[config.mk]
export PLATFORM = sky130hd
export DESIGN_NAME = query_crc5_seq
export DESIGN_NICKNAME = d
export VERILOG_FILES = /design/src/rtl/query_crc5_seq.sv
export SDC_FILE = /design/constraint.sdc
export NUM_CORES = 1
export LEC_CHECK = 0
export ABC_AREA = 1
export CORE_MARGIN = 2
export CORE_UTILIZATION = 35
export CTS_CLUSTER_SIZE = 14
export DETAILED_ROUTE_END_ITERATION = 12
export GPL_ROUTABILITY_DRIVEN = 0
export PLACE_DENSITY = 0.71
export RECOVER_POWER = 100
export SLEW_MARGIN = 25
export SYNTH_ARGS = -nofsm -noshare
export SYNTH_HDL_FRONTEND = slang
export SYNTH_SLANG_ARGS = --single-unit
export TNS_END_PERCENT = 10
[constraint.sdc]
create_clock -name i_clk -period 1.4 [get_ports i_clk]
set_input_delay 0.35 -clock i_clk [delete_from_list [all_inputs] [get_ports i_clk]]
set_output_delay 0.35 -clock i_clk [all_outputs]
set_load 0.02 [all_outputs]
[src/rtl/query_crc5_seq.sv]
// ---------------------------------------------------------------------------
// query_crc5_seq : sequences the CRC5 datapath while a Gen2 Query frame arrives
// Rev 1.0
// ---------------------------------------------------------------------------
`default_nettype none

module query_crc5_seq #(
  parameter int CMD_BITS = 22,
  parameter int TIMEOUT  = 64
) (
  input  logic       i_clk,
  input  logic       i_reset,
  input  logic       i_pkt_start,
  input  logic       i_bit_valid,
  input  logic       i_bit_in,
  input  logic       i_abort,
  input  logic [4:0] i_crc_residue,
  output logic       o_crc_reset,
  output logic       o_crc_shift,
  output logic       o_crc_bit,
  output logic       o_busy,
  output logic [4:0] o_bit_count,
  output logic       o_done,
  output logic       o_crc_ok,
  output logic       o_timeout_err
);

  localparam int GAP_W = (TIMEOUT > 1) ? $clog2(TIMEOUT) : 1;
  localparam logic [4:0]       C_MAX_BITS = 5'(CMD_BITS);
  localparam logic [4:0]       C_LAST_BIT = 5'(CMD_BITS - 1);
  localparam logic [GAP_W-1:0] C_GAP_MAX  = GAP_W'(TIMEOUT - 1);

  typedef enum logic [2:0] {
    S_IDLE    = 3'd0,
    S_PRESET  = 3'd1,
    S_COLLECT = 3'd2,
    S_SETTLE  = 3'd3,
    S_CHECK   = 3'd4,
    S_TOUT    = 3'd5
  } state_t;

  state_t           r_state;
  state_t           w_next;
  logic [GAP_W-1:0] r_gap;
  logic [GAP_W-1:0] w_gap_nxt;
  logic [4:0]       r_count;
  logic [4:0]       w_count_nxt;
  logic             r_crc_reset;
  logic             r_crc_shift;
  logic             r_crc_bit;
  logic             r_busy;
  logic             r_done;
  logic             r_crc_ok;
  logic             r_tout;
  logic             w_shift;
  logic             w_done;
  logic             w_tout;
  logic             w_ok_nxt;

  always_comb begin
    w_next      = r_state;
    w_gap_nxt   = r_gap;
    w_count_nxt = r_count;
    w_ok_nxt    = r_crc_ok;
    w_shift     = 1'b0;
    w_done      = 1'b0;
    w_tout      = 1'b0;
    case (r_state)
      S_IDLE: begin
        if (i_pkt_start) w_next = S_PRESET;
      end
      S_PRESET: begin
        w_next      = S_COLLECT;
        w_gap_nxt   = '0;
        w_count_nxt = '0;
        w_ok_nxt    = 1'b0;
      end
      S_COLLECT: begin
        if (i_pkt_start) begin
          w_next = S_PRESET;
        end else if (i_bit_valid) begin
          w_shift   = 1'b1;
          w_gap_nxt = '0;
          if (r_count != C_MAX_BITS) w_count_nxt = r_count + 5'd1;
          if (r_count == C_LAST_BIT) w_next = S_SETTLE;
        end else if (r_gap == C_GAP_MAX) begin
          w_next = S_TOUT;
          w_tout = 1'b1;
        end else begin
          w_gap_nxt = r_gap + 1'b1;
        end
      end
      S_SETTLE: begin
        w_next = i_pkt_start ? S_PRESET : S_CHECK;
      end
      S_CHECK: begin
        if (i_pkt_start) begin
          w_next = S_PRESET;
        end else begin
          w_next   = S_IDLE;
          w_done   = 1'b1;
          w_ok_nxt = (i_crc_residue == 5'b0);
        end
      end
      S_TOUT:  w_next = S_IDLE;
      default: w_next = S_IDLE;
    endcase
    // Abort drops the frame outright, including anything decided above.
    if (i_abort) begin
      w_next      = S_IDLE;
      w_gap_nxt   = r_gap;
      w_count_nxt = r_count;
      w_ok_nxt    = r_crc_ok;
      w_shift     = 1'b0;
      w_done      = 1'b0;
      w_tout      = 1'b0;
    end
  end

  always_ff @(posedge i_clk or posedge i_reset) begin
    if (i_reset) begin
      r_state     <= S_IDLE;
      r_gap       <= '0;
      r_count     <= '0;
      r_crc_reset <= 1'b1;
      r_crc_shift <= 1'b0;
      r_crc_bit   <= 1'b0;
      r_busy      <= 1'b0;
      r_done      <= 1'b0;
      r_crc_ok    <= 1'b0;
      r_tout      <= 1'b0;
    end else begin
      r_state     <= w_next;
      r_gap       <= w_gap_nxt;
      r_count     <= w_count_nxt;
      r_crc_reset <= (w_next == S_IDLE) || (w_next == S_PRESET);
      r_crc_shift <= w_shift;
      r_crc_bit   <= w_shift & i_bit_in;
      r_busy      <= (w_next != S_IDLE);
      r_done      <= w_done;
      r_crc_ok    <= w_ok_nxt;
      r_tout      <= w_tout;
    end
  end

  assign o_crc_reset   = r_crc_reset;
  assign o_crc_shift   = r_crc_shift;
  assign o_crc_bit     = r_crc_bit;
  assign o_busy        = r_busy;
  assign o_bit_count   = r_count;
  assign o_done        = r_done;
  assign o_crc_ok      = r_crc_ok;
  assign o_timeout_err = r_tout;

endmodule

`default_nettype wire

Word level (Yosys, flattened, before mapping)
Index checks and enable logic that the tools add are counted.

Flip-flop bits (word level): 21. Bits of input ports: 11. Output and inout bits: 12. Word-level logic and storage cells: 68.

$add $sub $neg: 2. Equal/unequal tests: 13. Mux-type cells: 31. Bitwise gates (word level): 2. Reductions and logical operators: 10.

Operators with widths (count): two-way mux 3 bit (7); two-way mux 6 bit (3); two-way mux 5 bit (3); case mux 3 bit (5 select lines) (1); two-way mux 1 bit (14); case mux 6 bit (2 select lines) (1); case mux 5 bit (2 select lines) (1); inequality test 2 bit (second input constant) (4); adder 6 x 1 -> 6 bit (second input constant) (1); equality test 3 x 1 -> 1 bit (second input constant) (2); equality test 3 x 2 -> 1 bit (second input constant) (2); equality test 6 bit (second input constant) (1); logical NOT 3 bit (2); adder 5 x 1 -> 5 bit (second input constant) (1); equality test 5 bit (second input constant) (1); logical NOT 5 bit (1); inequality test 5 bit (second input constant) (1); AND reduction 5 bit (1); AND reduction 4 bit (1); nonzero test 2 bit (2); equality test 3 bit (second input constant) (1); inequality test 3 bit (second input constant) (1); AND reduction 3 bit (1); nonzero test 3 bit (1); 4 further kinds (4).

Longest topological paths before layout
Depth after elaboration: 8. Gate-level depth with buffers: 9. Depth with buffers taken out: 9.

Worst setup path after synthesis
Ideal clock, no wire load.

Path type: register to register. Start: register r_count[0] (netlist: o_bit_count[0]). End: register r_count[3] (netlist: o_bit_count[3]). Setup time: 0.121 ns. Data arrival time: 1.224 ns. Data required time: 1.279 ns. Slack: 0.055 ns. Cell stages (with the launch flop): 10. Path buffers: 0. Clock period less this slack: 1.345 ns. Cells stage by stage: dfrtp_1 -> inv_1 -> ha_1 -> nand2_1 -> o21ai_1 -> nand2_1 -> nand2_2 -> inv_2 -> nand2_1 -> o21ai_1.

Longest elaborated chain between the ends: 5. Elaborated cells on any way between the ends: 8. Those cells by class: add/sub: 1; eq/ne: 2; mux: 4; reduce/logical: 1.

RTL lines: start: declaration (line 46) `logic [4:0] r_count;`; start signal: assignment (line 135) `r_count <= w_count_nxt;`; adder 5 x 1 -> 5 bit (line 84) `if (r_count != C_MAX_BITS) w_count_nxt = r_count + 5'd1;`; two-way mux 5 bit (line 84); two-way mux 5 bit (line 81) `end else if (i_bit_valid) begin`; two-way mux 5 bit (line 79) `if (i_pkt_start) begin`; case mux 5 bit (2 select lines) (line 68) `case (r_state)`.

Several ways; a longest one is shown, not always the timed one. The select of a mux whose other input is x is not followed. A chain may end at the register's enable or synchronous reset.

Worst setup path in the final report
Start: register r_state[2]. End: register r_gap[0].

Longest elaborated chain between the ends: 3. Elaborated cells on any way between the ends: 7. Those cells by class: eq/ne: 4; mux: 1; reduce/logical: 2.

RTL lines: start: declaration (line 42) `state_t r_state;`; start signal: assignment (line 133) `r_state <= w_next;`; equality test 3 x 2 -> 1 bit / equality test 3 x 1 -> 1 bit (equally long branches) (line 68); inequality test 3 bit (no line), or another cell as far along; AND reduction 4 bit (no line); end signal: assignment (line 134) `r_gap <= w_gap_nxt;`; end: declaration (line 44) `logic [GAP_W-1:0] r_gap;`.

Several ways; a longest one is shown, not always the timed one.

==> summary.txt <==
Layout
  • Most common cell after layout, fill and taps aside: nand2_1
  • Share of post-route cells with drive strength above 1: roughly 30%
  • Syn-to-layout area delta: 44.1%
  • Antenna diode instance count: 0
  • Most frequent cells in the layout: 34 x nand2_1, 23 x buf_4, 20 x dfrtp_1, 13 x inv_1, 12 x nand3_1
  • NumNets Final: 209

Clocking
  • Root Buffer: clkbuf_4
  • Worst-path clk slew: 0.12 ns
  • Clock Sinks: 21
  • TritonCTS clock tree: done
  • Total number of H-tree levels: 1
  • Total CTS buffers: 3
  • Clock buffer depth: 2
  • Hold buffers post-CTS: 0
  • Clock Latency Late Sink: around 0.3 ns

STA
  • Fmax: around 730 MHz
  • Final setup viols: 0
  • Layout Skew: ~0.0019 ns
  • Slew margin rel.: 64.5%
  • Max-slew violation count: 0
  • Final hold violations: 0
  • RSZ-0062 raised after global routing: true
  • WHS: 0.514 ns
  • Period utilisation layout: 97.6%
  • Post-route minimum period: approximately 1.4 ns
  • Tightest Pin Transition: 0.533 ns
  • PnR worst setup slack: between 0.03 and 0.04 ns

Critical path
  • Crit end category: flop
  • Cell mode on critical path: buf_6
  • CP arrival: between 1.5 and 2 ns
  • Crit path kind: reg2reg
  • Reg2Reg Depth: 7
  • FF-to-FF End: r_gap[0]
  • Critical Path, Cell by Cell: inv_2 -> nand3_4 -> o21ai_4 -> buf_6 -> nand2_8 -> buf_6 -> o21ai_2
  • Crit start category: flop
  • CP max FO: 7
  • Critical Path Start: r_state[2]
  • WP depth: 7
  • Crit path to: r_gap[0]
  • CP max stage delay: a little over 0.4 ns
  • Reg2reg setup slack: between 0.03 and 0.04 ns
  • RR Startpoint: r_state[2]
  • Crit-path slowest cell: dfrtp_1
  • Crit path max-delay family: flip-flops
  • WP buf/inv: 3
  • CP required: 1.64 ns

Global route
  • Grt ovf: 0
  • Vias in the first global route: about 930
  • Initial antenna violation count: 0
  • Largest net degree at the start of global routing: 22
  • Total Routing Usage GR: approximately 14%
  • First-pass GRT wire length: 3.93 mm

Placed design
  • Post-detail-place hpwl: about 1.9 mm
  • Pre-CTS setup slack: -0.238 ns
  • Number of buffers added on ports: 22

Die
  • Starting Density: a little over a third
  • Die height: 62.0 um
  • Die area: a little under 4000 um2
  • Die X: between 60 and 70 um
  • Core Rows: 21
  • Core Area: 3280 um2
  • Num ports: 23

Flow run
  • Maxcap violations: 0

Route
  • WL/cell: between 10 and 15 um
  • Via count: between 1000 and 1500
  • Via-to-Cell Ratio: approximately 4.7
  • Antenna viol nets, final: 0
  • Drt drc: 0
  • First-pass detailed-route iteration total: 5
  • Final WL: approximately 2.7 mm
  • Initial DRC count: 27

Pwr
  • VDD IR max: approximately 0.28 mV
  • Static leakage: between 0.8 and 0.9 nW
  • Power Dens Cells: 686 nW/um2

Synthesis
  • Synth unique cells: 23
  • Sequential fraction of the synthesis area: between 40 and 50%
  • Post-Syn Nets: ~160
  • Syn Std Cell Area: between 1000 and 1500 um2
  • Number of synthesized register bits: 21
  • Mapped Cells: 140
  • Yosys warning total: 0
  • Syn_area_per_cell: between 8 and 9 um2

Outcome
  • Outcome: finished, final reports clean

Min path
  • Worst min path class: reg2reg
[per-layer routing]
layer  vias to the layer above  GRT usage [%]  wire length, um
met2                        22           24.1             1400
met3                         4           3.11               96
met5                         -              0                0
met1                       530           17.0             1120
met4                         0           5.47               37
li1                        557              -                -
[what timing repair did]
action                     in CTS  in global routing
setup endpoints to repair      13                 18
cloned                          0                  1
setup buffers                   0                  8
pin swaps                       0                  5
resized for setup              17                 14
[tightest hold or removal path, stage by stage, from the launching register on]
cell	delay, ns
dfrtp_1	0.37
nand2_1	0.05
o21ai_1	0.06
[power by group]
part           switching (W)  total (W)  internal, W  leakage, nW
clock               0.000184   0.000295     0.000111       0.0150
sequential         0.0000130   0.000638     0.000625        0.286
combinational       0.000123   0.000232     0.000109        0.523
total               0.000320    0.00116     0.000845        0.824
[stage by stage]
| stage | instance area (um2) | cells | total power (W) | utilization, % | TNS [ns] |
|---|---|---|---|---|---|
| floorplan | 1180 | 140 | 0.000755 | - | 0 |
| global placement | 1590 | 226 | 0.000854 | 48.5 | -2.64 |
| detailed placement | 1590 | 226 | 0.000861 | 48.5 | -3.00 |
| CTS | 1600 | 230 | 0.00115 | 48.8 | -0.00736 |
| global route | 1700 | 239 | 0.00123 | 51.7 | -0.335 |
| finish | 1700 | 239 | 0.00116 | 51.7 | 0 |
[cell type report]
type	instances	area [um2]
fillers	310	1590
multi-input cells	99	594
flip-flops and latches	21	527
repair buffers	49	415
inverters	20	77.6
well taps	46	57.6
clock buffers	4	26.3
[state kept, by name (all words and copies together), names as in the netlist]
signal and count:
o_bit_count 5, o_done 1, o_crc_reset 1, r_state 3, o_crc_bit 1, r_gap 6
o_timeout_err 1, o_crc_ok 1, o_busy 1, o_crc_shift 1
[worst min path at each step]
stage	from	endpoint	depth (start not counted)	slack, ns
6_report	o_crc_ok	o_crc_ok	2	0.51
4_1_cts	i_reset	o_crc_bit	3	0.38
3_3_place_gp	o_crc_ok	o_crc_ok	2	0.47
5_1_grt	o_crc_ok	o_crc_ok	2	0.55
3_5_place_dp	o_crc_ok	o_crc_ok	2	0.49
2_1_floorplan	i_reset	o_bit_count[0]	1	0.33
[cells in the mapped netlist (all sizes together)]
cell type / n / area [um2]
xor2: 3 / 26.3
and2: 1 / 6.26
o21ai: 12 / 82.6
dfstp: 1 / 26.3
nand4: 6 / 37.5
dfrtp: 20 / 500
nand3: 15 / 105
o21bai: 1 / 7.51
nor3: 3 / 15.0
nand2: 39 / 159
ha: 4 / 50.1
inv: 20 / 77.6
nor2: 12 / 52.6
buf: 1 / 20.0
or2: 2 / 12.5
[logic make-up after synthesis]
logic type               after synthesis  synth area share, %
flip-flops                            21                 44.7
adder cells (fa/ha/maj)                4                 4.25
AND/OR/NAND/NOR                       78                 32.9
buffers and inverters                 21                 8.28
AO/OA/AOI/OAI                         13                 7.64
XOR/XNOR                               3                 2.23
Power figures use the tool's default switching activity.
